===== src/rtl/uart_bus_slave.sv =====
// Memory-mapped 8N1 UART with level interrupt on the CS_N/RD_N/WR_N data bus.
// Define UART_RX_FIFO_EN for an 8-entry receive FIFO; otherwise a single holding register.
module uart_bus_slave #(
  parameter int unsigned CLOCK_FREQ = 125_000_000,
  parameter int unsigned BAUD_RATE  = 115_200
) (
  input  logic        clk,
  input  logic        reset,
  input  logic        CS_N,
  input  logic        RD_N,
  input  logic        WR_N,
  input  logic [11:0] Addr,
  input  logic [31:0] DataIn,
  output logic [31:0] DataOut,
  output logic        Intr,
  output logic        UART_TXD,
  input  logic        UART_RXD
);

  localparam int unsigned Div  = CLOCK_FREQ / BAUD_RATE;
  localparam int unsigned CntW = $clog2(Div);
  localparam logic [CntW-1:0] DivLast  = CntW'(Div - 1);
  localparam logic [CntW-1:0] HalfLast = CntW'(Div / 2 - 1);

  typedef enum logic [1:0] {StIdle, StStart, StData, StStop} uart_st_e;

  logic unused_bits;
  assign unused_bits = ^{Addr[11:4], Addr[1:0], DataIn[31:8]};

  logic       bus_wr;
  logic [1:0] reg_sel;
  logic       wr_tx, wr_rx, wr_stat, wr_ctrl;
  assign bus_wr  = !CS_N && !WR_N;
  assign reg_sel = Addr[3:2];
  assign wr_tx   = bus_wr && (reg_sel == 2'd0);
  assign wr_rx   = bus_wr && (reg_sel == 2'd1);
  assign wr_stat = bus_wr && (reg_sel == 2'd2);
  assign wr_ctrl = bus_wr && (reg_sel == 2'd3);

  // Transmitter
  uart_st_e        tx_state_q;
  logic [CntW-1:0] tx_cnt_q;
  logic [2:0]      tx_idx_q;
  logic [7:0]      tx_shift_q;
  logic            txd_q;
  logic            tx_ready;
  assign tx_ready = (tx_state_q == StIdle);

  always_ff @(posedge clk) begin
    if (reset) begin
      tx_state_q <= StIdle;
      tx_cnt_q   <= '0;
      tx_idx_q   <= '0;
      tx_shift_q <= '0;
      txd_q      <= 1'b1;
    end else begin
      case (tx_state_q)
        StIdle: if (wr_tx) begin
          tx_state_q <= StStart;
          tx_cnt_q   <= '0;
          tx_shift_q <= DataIn[7:0];
          txd_q      <= 1'b0;
        end
        StStart: if (tx_cnt_q == DivLast) begin
          tx_cnt_q   <= '0;
          tx_idx_q   <= '0;
          tx_state_q <= StData;
          txd_q      <= tx_shift_q[0];
          tx_shift_q <= {1'b0, tx_shift_q[7:1]};
        end else tx_cnt_q <= tx_cnt_q + 1'b1;
        StData: if (tx_cnt_q == DivLast) begin
          tx_cnt_q <= '0;
          if (tx_idx_q == 3'd7) begin
            tx_state_q <= StStop;
            txd_q      <= 1'b1;
          end else begin
            tx_idx_q   <= tx_idx_q + 1'b1;
            txd_q      <= tx_shift_q[0];
            tx_shift_q <= {1'b0, tx_shift_q[7:1]};
          end
        end else tx_cnt_q <= tx_cnt_q + 1'b1;
        StStop: if (tx_cnt_q == DivLast) begin
          tx_cnt_q   <= '0;
          tx_state_q <= StIdle;
        end else tx_cnt_q <= tx_cnt_q + 1'b1;
        default: tx_state_q <= StIdle;
      endcase
    end
  end

  // Receiver: the line is sampled mid-bit, DIV/2 after the synchronized falling edge
  logic            rxd_meta_q, rxd_sync_q;
  uart_st_e        rx_state_q;
  logic [CntW-1:0] rx_cnt_q;
  logic [2:0]      rx_idx_q;
  logic [7:0]      rx_shift_q;
  logic            rx_push_q, rx_ferr_q;

  always_ff @(posedge clk) begin
    if (reset) begin
      rxd_meta_q <= 1'b1;
      rxd_sync_q <= 1'b1;
      rx_state_q <= StIdle;
      rx_cnt_q   <= '0;
      rx_idx_q   <= '0;
      rx_shift_q <= '0;
      rx_push_q  <= 1'b0;
      rx_ferr_q  <= 1'b0;
    end else begin
      rxd_meta_q <= UART_RXD;
      rxd_sync_q <= rxd_meta_q;
      rx_push_q  <= 1'b0;
      rx_ferr_q  <= 1'b0;
      case (rx_state_q)
        StIdle: if (!rxd_sync_q) begin
          rx_state_q <= StStart;
          rx_cnt_q   <= '0;
        end
        StStart: if (rx_cnt_q == HalfLast) begin
          rx_cnt_q   <= '0;
          rx_idx_q   <= '0;
          rx_state_q <= rxd_sync_q ? StIdle : StData;
        end else rx_cnt_q <= rx_cnt_q + 1'b1;
        StData: if (rx_cnt_q == DivLast) begin
          rx_cnt_q   <= '0;
          rx_shift_q <= {rxd_sync_q, rx_shift_q[7:1]};
          if (rx_idx_q == 3'd7) rx_state_q <= StStop;
          else rx_idx_q <= rx_idx_q + 1'b1;
        end else rx_cnt_q <= rx_cnt_q + 1'b1;
        StStop: if (rx_cnt_q == DivLast) begin
          rx_cnt_q   <= '0;
          rx_state_q <= StIdle;
          rx_push_q  <= rxd_sync_q;
          rx_ferr_q  <= !rxd_sync_q;
        end else rx_cnt_q <= rx_cnt_q + 1'b1;
        default: rx_state_q <= StIdle;
      endcase
    end
  end

  // Receive buffer; a pop frees the slot for a same-cycle push even when full
  logic       rx_valid, rx_full, do_pop, do_push, overrun_set;
  logic [7:0] rx_head;
  assign do_pop      = wr_rx && rx_valid;
  assign do_push     = rx_push_q && (!rx_full || do_pop);
  assign overrun_set = rx_push_q && rx_full && !do_pop;

`ifdef UART_RX_FIFO_EN
  logic [7:0] fifo_q [8];
  logic [2:0] rd_ptr_q, wr_ptr_q;
  logic [3:0] count_q;
  assign rx_valid = (count_q != 4'd0);
  assign rx_full  = (count_q == 4'd8);
  assign rx_head  = fifo_q[rd_ptr_q];

  always_ff @(posedge clk) begin
    if (do_push) fifo_q[wr_ptr_q] <= rx_shift_q;
  end

  always_ff @(posedge clk) begin
    if (reset) begin
      rd_ptr_q <= '0;
      wr_ptr_q <= '0;
      count_q  <= '0;
    end else begin
      if (do_push) wr_ptr_q <= wr_ptr_q + 1'b1;
      if (do_pop)  rd_ptr_q <= rd_ptr_q + 1'b1;
      count_q <= count_q + {3'b0, do_push} - {3'b0, do_pop};
    end
  end
`else
  logic [7:0] hold_q;
  logic       hold_valid_q;
  assign rx_valid = hold_valid_q;
  assign rx_full  = hold_valid_q;
  assign rx_head  = hold_q;

  always_ff @(posedge clk) begin
    if (reset) begin
      hold_q       <= '0;
      hold_valid_q <= 1'b0;
    end else if (do_push) begin
      hold_q       <= rx_shift_q;
      hold_valid_q <= 1'b1;
    end else if (do_pop) begin
      hold_valid_q <= 1'b0;
    end
  end
`endif

  // Sticky flags, control and interrupt; a hardware set beats a same-cycle W1C
  logic overrun_q, frame_err_q, rx_ie_q, tx_ie_q, intr_q;

  always_ff @(posedge clk) begin
    if (reset) begin
      overrun_q   <= 1'b0;
      frame_err_q <= 1'b0;
      rx_ie_q     <= 1'b0;
      tx_ie_q     <= 1'b0;
      intr_q      <= 1'b0;
    end else begin
      overrun_q   <= overrun_set || (overrun_q && !(wr_stat && DataIn[3]));
      frame_err_q <= rx_ferr_q || (frame_err_q && !(wr_stat && DataIn[4]));
      if (wr_ctrl) begin
        rx_ie_q <= DataIn[0];
        tx_ie_q <= DataIn[1];
      end
      intr_q <= (rx_ie_q && rx_valid) || (tx_ie_q && tx_ready);
    end
  end

  always_comb begin
    DataOut = '0;
    if (!CS_N && !RD_N) begin
      case (reg_sel)
        2'd1:    DataOut = {24'b0, rx_head};
        2'd2:    DataOut = {27'b0, frame_err_q, overrun_q, rx_full, rx_valid, tx_ready};
        2'd3:    DataOut = {30'b0, tx_ie_q, rx_ie_q};
        default: DataOut = '0;
      endcase
    end
  end

  assign UART_TXD = txd_q;
  assign Intr     = intr_q;

endmodule


===== config.mk =====
export PLATFORM = sky130hd
export DESIGN_NAME = uart_bus_slave
export DESIGN_NICKNAME = d
export VERILOG_FILES = /design/src/rtl/uart_bus_slave.sv
export SDC_FILE = /design/constraint.sdc
export NUM_CORES = 1
export LEC_CHECK = 0
export BUFFER_PORTS_ARGS = -buffer_cell sky130_fd_sc_hd__buf_2
export CAP_MARGIN = 20
export CORE_MARGIN = 5
export CORE_UTILIZATION = 45
export CTS_CLUSTER_SIZE = 24
export DETAILED_ROUTE_END_ITERATION = 8
export MAX_ROUTING_LAYER = met4
export PLACE_DENSITY_LB_ADDON = 0.05
export SLEW_MARGIN = 20
export SYNTH_ARGS = -nofsm -noshare
export SYNTH_HDL_FRONTEND = slang
export SYNTH_SLANG_ARGS = --single-unit

===== constraint.sdc =====
create_clock -name clk -period 2.2 [get_ports clk]
set_input_delay 0.11 -clock clk [delete_from_list [all_inputs] [get_ports clk]]
set_output_delay 0.11 -clock clk [all_outputs]
set_load 0.03 [all_outputs]

==> results of run 1 <==
==> layer usage <==
metal | share of wire, % | track usage (%) | vias to the layer above
met5 | 0 | - | -
met4 | 1.3 | 5.11 | 0
met3 | 4.7 | 3.36 | 9
met2 | 41 | 22.0 | 57
met1 | 53 | 21.9 | 1284
li1 | - | - | 1452
==> layout by cell type, fill, tap and decap left out, drive strengths merged, types with 2 or more instances in the layout <==
cell	n
buf	47
nor2	59
or2	4
nand3	22
a22oi	8
ha	14
o21ai	7
and3	11
nor3b	3
clkinvlp	4
inv	12
o21bai	2
a41oi	4
conb	24
a211oi	2
nand2b	13
and3b	2
mux2i	22
or3	2
nor2b	3
mux2	9
dfxtp	67
a311oi	6
nand2	23
nor3	9
xnor2	2
a31oi	8
a21oi	27
a22o	2
a21boi	2
clkbuf	9
==> worst paths after layout <==
kind	depth (start not counted)	slack [ns]	from	to
min reg2reg	1	0.41	rxd_meta_q	rxd_sync_q
max	7	0.18	tx_cnt_q[0]	tx_shift_q[7]
max reg2reg	7	0.18	tx_cnt_q[0]	tx_shift_q[7]
min	3	0.06	DataIn[0]	rx_ie_q
==> cell type report <==
class / count / area, um2
multi-input combinational: 306 / 1920
clock buffer: 9 / 124
inverter: 10 / 37.5
tap: 102 / 128
clock inverter: 7 / 52.6
fill: 770 / 3700
timing repair buffer: 48 / 300
sequential: 67 / 1340
==> metrics by stage <==
step	instance area (um2)	total power [mW]	worst slack (ns)	instances
detailed placement	3710	2.36	0.0152	532
CTS	3910	3.30	0.164	549
finish	3910	3.26	0.178	549
global placement	3710	2.35	0.0648	532
floorplan	3560	2.17	0.177	426
global route	3910	3.48	0.0666	549
==> power groups by stage <==
| stage | clock (mW) | sequential (mW) | combinational, mW |
|---|---|---|---|
| after global routing | 1.03 | 1.35 | 1.10 |
| after detailed placement | 0 | 1.37 | 0.994 |
| after global placement | 0 | 1.37 | 0.978 |
| after CTS | 0.959 | 1.34 | 0.998 |
| final | 0.928 | 1.34 | 0.991 |
| after floorplan | 0 | 1.38 | 0.791 |
==> cells by family after synthesis <==
| group | share of synthesized area (%) |
|---|---|
| simple gates | 23.0 |
| compound gates | 14.5 |
| flops | 38.6 |
| buf+inv | 8.62 |
| mux | 9.26 |
| fa+ha+maj | 5.05 |
| xor+xnor | 0.757 |
| other cells | 0.108 |
==> worst max-delay path, delay by kind of cell (launching register included) <==
family          cells  cell delay (ns)
compound gates      2             0.27
buf+inv             1             0.09
flops               1             0.32
simple gates        3             1.12
fa+ha+maj           1             0.16
==> state kept, by name, indices dropped and copies added (netlist names), 2 cells and up, named ones only <==
name        flops
tx_cnt_q       11
tx_idx_q        3
tx_shift_q      8
hold_q          8
rx_cnt_q       11
tx_state_q      2
rx_idx_q        3
rx_shift_q      8
==> what timing repair did <==
item                                   4_1_cts  5_1_grt
gates resized for setup                      1        0
setup endpoints to repair                    2        0
hold buffers                                 1        0
endpoints found under the hold margin        1        0
==> impl_results.md, run 1 <==
- Via count: 2802
- Max_cap viols: 0
- Sw Ratio: 34.6%
- Psw: 1.13 mW
- Initial DRC Count: 109
- CP peak stage delay: 0.49 ns
- Final-report hold violation count: 0
- Fraction of layout instances using a drive strength above 1: 18.8%
- # DRC: 0
- Clock Path Buffers: 2
- Post-synth cell types: 54
- Die height: 97.8 um
- CTS Buf Count: 9
- Setup TNS: 0 ns
- Largest net degree at the start of global routing: 49
- First-pass GRT wire length: 12100 um
- CP max stage cell: or4b_4
- Most common cell in the netlist: dfxtp_1
- Synthesized area: 0.00347 mm2
- Top cells by count, synth: dfxtp_1 (67), nor2_1 (58), a21oi_1 (26)
- Vias per cell: 5.10
- Post-synth ARST share: 0%
- Most used DFF post-synth: dfxtp_1
- CTS root buffer: clkbuf_8
- Power Dens Cells: 835 mW/mm2
- Worst endpoint data arrival time: 2.30 ns
- Crit Path Class: flop to flop
- Worst Clk Skew: 0.00881 ns
- Static leakage: 1.66 nW
- Synth Warn #: 0
- Status: finished clean
- Wire per inst: 12.8 um
- Antenna violations before repair: 0
- Power Internal: 2.13 mW
- Count of final setup violators: 0
- CTS tree: yes
- Clock group share of total power: 28.4%
- Reg power frac: 41.2%
- Post-Synthesis Cells: 403
- Slew @ Worst Pin: 0.566 ns
- Relative slew slack: 62.3%
- Die width: 97.8 um
- H-tree levels: 3
- Final Cycle Share: 91.9%
- Max FO, Critical Path: 3
- Crit path required time: 2.47 ns
- Core Area: 0.00761 mm2
- GRT overflow: 0
- Utilization after layout: 51.4%
- Critical path, cell by cell: inv_1 -> ha_1 -> or4b_4 -> nor3_4 -> o211ai_2 -> or3b_1 -> a21oi_2
- Final net count: 506
- Port Buffers: 25
- Clk slew on worst S/H paths: 0.08 ns
- Post-synth EDFFs: 0
- Row count: 32
- Vias in the first global route: 2638
- Hold slack: 0.0550 ns
- All-Layer GR Usage: 15.5%
- Initial Utilization: 45.6%
- I/O pins: 84
- Seq cells post-synth: 67
- Post-synth top area share: 38.6%
- Comb pwr share: 30.4%
- Clk Latency, worst-skew pair: 0.34 ns
- ANT cells: 0
- Worst hold path class: input pin to flop
- Clock sinks: 67
- TritonRoute pass-1 iters: 4
- Detail Placement HPWL: 5170 um
- Mean Syn Cell Area: 8.61 um2
- DIE AREA: 0.00957 mm2
- Max frequency: 0.494 GHz
- Area contributors post-synth: dfxtp_1 (39%), mux2i_1 (6.3%), nor2_1 (6.3%)
- Minimum clock period: 2.02 ns
- Seq/Total Area, Yosys: 38.6%
- RePlAce Congestion: 0.786
- CP Capture Type: flop
- Startpoint Class: flop
- Final Max Tran Viols: 0
- Routed WL: 7040 um
- Area grow syn2layout: 12.6%
- VDD IR max: 0.486 mV
- RSZ-0062 raised after global routing: false
- Setup Fix Bufs, Post-CTS: 0
- Post-DRT Antenna Nets: 0
- Yosys top cell by area: dfxtp_1
(Power assumes the default switching activity.)
==> inputs of run 2 (changes only) <==
Settings changed: ABC_AREA set to 1, CORE_MARGIN 5 to 2.
==> impl_results.md, run 2 <==
- Static leakage: 1.77 nW (was 1.66 nW)
- H-tree levels: 3 (unchanged)
- Synth Area in Compound Gates: 11.6% (was 14.5%)
- Die width: 95.5 um (was 97.8 um)
- Clk Latency, worst-skew pair: 0.34 ns (about the same)
- Die height: 95.5 um (was 97.8 um)
- Most common cell in the netlist: nand2_1 (was dfxtp_1)
- Worst Clk Skew: 0.0106 ns (was 0.00881 ns)
- Final-report hold violation count: 0 (unchanged)
- Routed WL: 7880 um (was 7040 um)
- All-Layer GR Usage: 19.7% (was 15.5%)
- Post-DRT Antenna Nets: 0 (unchanged)
- Slew @ Worst Pin: 0.719 ns (was 0.566 ns)
- Port Buffers: 25 (unchanged)
- Largest family of logic cells by synthesized area: simple AND/OR/NAND/NOR gates (unchanged)
- Post-Synth Adder-Cell Area: 4.65% (was 5.05%)
- Worst endpoint data arrival time: 2.02 ns (was 2.30 ns)
- Final Max Tran Viols: 0 (unchanged)
- Most frequent CP cell: inv_1
- Final net count: 643 (was 506)
- Post-synthesis xor/xnor area fraction: 0.465% (was 0.757%)
- Worst hold path class: input pin to flop (unchanged)
- Psw: 1.16 mW (was 1.13 mW)
- Power Dens Cells: 818 mW/mm2 (was 835 mW/mm2)
- Top cells by count, synth: nand2_1 (128), dfxtp_1 (67), nor2_1 (59) (was dfxtp_1 (67), nor2_1 (58), a21oi_1 (26))
- CTS tree: yes (unchanged)
- DIE AREA: 0.00912 mm2 (was 0.00957 mm2)
- Sw Ratio: 34.4% (was 34.6%)
- CP peak stage delay: 0.39 ns (was 0.49 ns)
- Metal1 wirelength: 4020 um (was 3760 um)
- Area contributors post-synth: dfxtp_1 (36%), nand2_1 (13%), nor2_1 (5.9%) (was dfxtp_1 (39%), mux2i_1 (6.3%), nor2_1 (6.3%))
- Core Area: 0.00818 mm2 (was 0.00761 mm2)
- ANT cells: 0 (unchanged)
- Initial Utilization: 46.1% (was 45.6%)
- GRT overflow: 0 (unchanged)
- RSZ-0062 raised after global routing: false (unchanged)
- Setup TNS: 0 ns (unchanged)
- Max FO, Critical Path: 11 (was 3)
- Multiplexer share of the synthesized area: 0% (was 9.26%)
- Seq cells post-synth: 67 (unchanged)
- Reg power frac: 40.0% (was 41.2%)
- Antenna violations before repair: 0 (unchanged)
- Count of final setup violators: 0 (unchanged)
- Synthesized area: 0.00377 mm2 (was 0.00347 mm2)
- Via count: 3345 (was 2802)
- Vias per cell: 4.85 (was 5.10)
- VDD IR max: 0.350 mV (was 0.486 mV)
- Post-synth cell types: 34 (was 54)
- First-pass GRT wire length: 13500 um (was 12100 um)
- Relative slew slack: 52.0% (was 62.3%)
- Total power: 3.38 mW (was 3.26 mW)
- Clock Path Buffers: 2 (unchanged)
- Largest net degree at the start of global routing: 37 (was 49)
- Fraction of layout instances using a drive strength above 1: 14.4% (was 18.8%)
- Detail Placement HPWL: 5780 um (was 5170 um)
- CP max stage cell: dfxtp_1 (was or4b_4)
- CP bufs+invs: 2 (was 1)
- # DRC: 0 (unchanged)
- Dpl cell area: 0.00390 mm2 (was 0.00371 mm2)
- Metal2 WL: 3470 um (was 2860 um)
- Yosys top cell by area: dfxtp_1 (unchanged)
- Crit Path Class: flop to flop (unchanged)
- Final non-filler cell area: 0.00413 mm2 (was 0.00391 mm2)
- CP Capture Type: flop (unchanged)
- Clk slew on worst S/H paths: 0.07 ns (was 0.08 ns)
- Clock sinks: 67 (unchanged)
- TritonRoute pass-1 iters: 5 (was 4)
- WL met3: 295 um (was 328 um)
- Most used DFF post-synth: dfxtp_1 (unchanged)
- Comb pwr share: 25.5% (was 30.4%)
- Commonest non-fill, non-tap cells in the layout: nand2_1 (128), dfxtp_1 (67), nor2_1 (59), inv_1 (58), a21oi_1 (41) (was dfxtp_1 (67), nor2_1 (58), a21oi_1 (26), buf_2 (25), conb_1 (24))
- Simple-gate share of the synthesized area: 34.0% (was 23.0%)
- Wire per inst: 11.4 um (was 12.8 um)
- Crit path required time: 2.41 ns (was 2.47 ns)
- Seq/Total Area, Yosys: 35.6% (was 38.6%)
- Post-synth EDFFs: 0 (unchanged)
- I/O pins: 84 (unchanged)
- Synth Warn #: 0 (unchanged)
- CTS root buffer: clkbuf_8 (unchanged)
- Power Internal: 2.22 mW (was 2.13 mW)
- Most common cell after layout, fill and taps aside: nand2_1 (was dfxtp_1)
- Minimum clock period: 1.81 ns (was 2.02 ns)
- Hold_buf cts: 1 (unchanged)
- Post-synth ARST share: 0% (unchanged)
- Max_cap viols: 0 (unchanged)
- Row count: 33 (was 32)
- Status: finished clean (unchanged)
- Area grow syn2layout: 9.69% (was 12.6%)
- Mean Syn Cell Area: 6.84 um2 (was 8.61 um2)
- CP top delay family: simple AND/OR/NAND/NOR gates (unchanged)
- Vias in the first global route: 2976 (was 2638)
- Regs by FF count: rx_cnt_q x11, tx_cnt_q x11 (unchanged)
- Clock group share of total power: 34.4% (was 28.4%)
- Fillers: 877 (was 770)
- Post-synth top area share: 35.6% (was 38.6%)
- Critical path, cell by cell: inv_1 -> ha_1 -> nor2_1 -> inv_1 -> nand2_2 -> nand3_2 -> nand2_1 -> a21oi_1 (was inv_1 -> ha_1 -> or4b_4 -> nor3_4 -> o211ai_2 -> or3b_1 -> a21oi_2)
- Final Cycle Share: 82.1% (was 91.9%)
- Post-Synthesis Cells: 551 (was 403)
- RePlAce Congestion: 0.819 (was 0.786)
- Uppermost layer routed: met4 (unchanged)
- Startpoint Class: flop (unchanged)
- Initial DRC Count: 126 (was 109)
- Setup Fix Bufs, Post-CTS: 0 (unchanged)
- Max frequency: 0.553 GHz (was 0.494 GHz)
- Post-cts resize count: 0 (was 1)
- CTS Buf Count: 9 (unchanged)
-- run 2: cell families after synthesis --
kind of cell             count (synthesis)
XOR/XNOR                                 2
flip-flops                              67
buffers and inverters                  106
adder cells (fa/ha/maj)                 14
AND/OR/NAND/NOR                        276
other                                    1
AO/OA/AOI/OAI                           85
-- run 2: worst register-to-register path, stage by stage (launching register included) --
cell and delay, ns:
dfxtp_1 0.39, inv_1 0.10, ha_1 0.26, nor2_1 0.21, inv_1 0.10, nand2_2 0.22, nand3_2 0.23, nand2_1 0.11
a21oi_1 0.06
-- run 2: routing by layer --
layer | up-vias | track usage, %
met1 | 1494 | 25.8
met4 | 0 | 8.81
met2 | 72 | 29.9
met3 | 7 | 3.24
li1 | 1772 | -
met5 | - | -
-- run 2: area by class of cell --
cell class | count | area [um2] | area share (%)
timing repair buffer | 29 | 158 | 3.81
sequential | 67 | 1340 | 32.4
tap | 105 | 131 | 3.18
clock inverter | 6 | 88.8 | 2.15
multi-input combinational | 401 | 2000 | 48.5
clock buffer | 10 | 138 | 3.33
inverter | 71 | 274 | 6.63
-- run 2: final timing paths --
check | start | depth (start not counted) | slack [ns] | to
max | tx_state_q[0] | 8 | 0.39 | tx_shift_q[5]
min | DataIn[1] | 3 | 0.10 | tx_ie_q
max reg2reg | tx_state_q[0] | 8 | 0.39 | tx_shift_q[5]
min reg2reg | rxd_meta_q | 1 | 0.43 | rxd_sync_q
-- run 2: stage by stage --
step	util [%]	hold WS [ns]	setup WS (ns)	cells
2_1_floorplan	-	0.214	0.701	574
3_3_place_gp	47.7	0.297	0.418	672
3_5_place_dp	47.7	0.299	0.403	672
4_1_cts	50.6	0.0871	0.392	689
5_1_grt	50.6	0.0965	0.157	689
6_report	50.6	0.103	0.393	689
-- run 2: power groups by stage --
stage,Sequential (mW),Combinational (mW),Clock [mW]
final,1.35,0.864,1.16
after detailed placement,1.38,0.868,0
after global placement,1.38,0.865,0
after CTS,1.35,0.872,1.20
after global routing,1.37,0.988,1.25
after floorplan,1.38,0.743,0
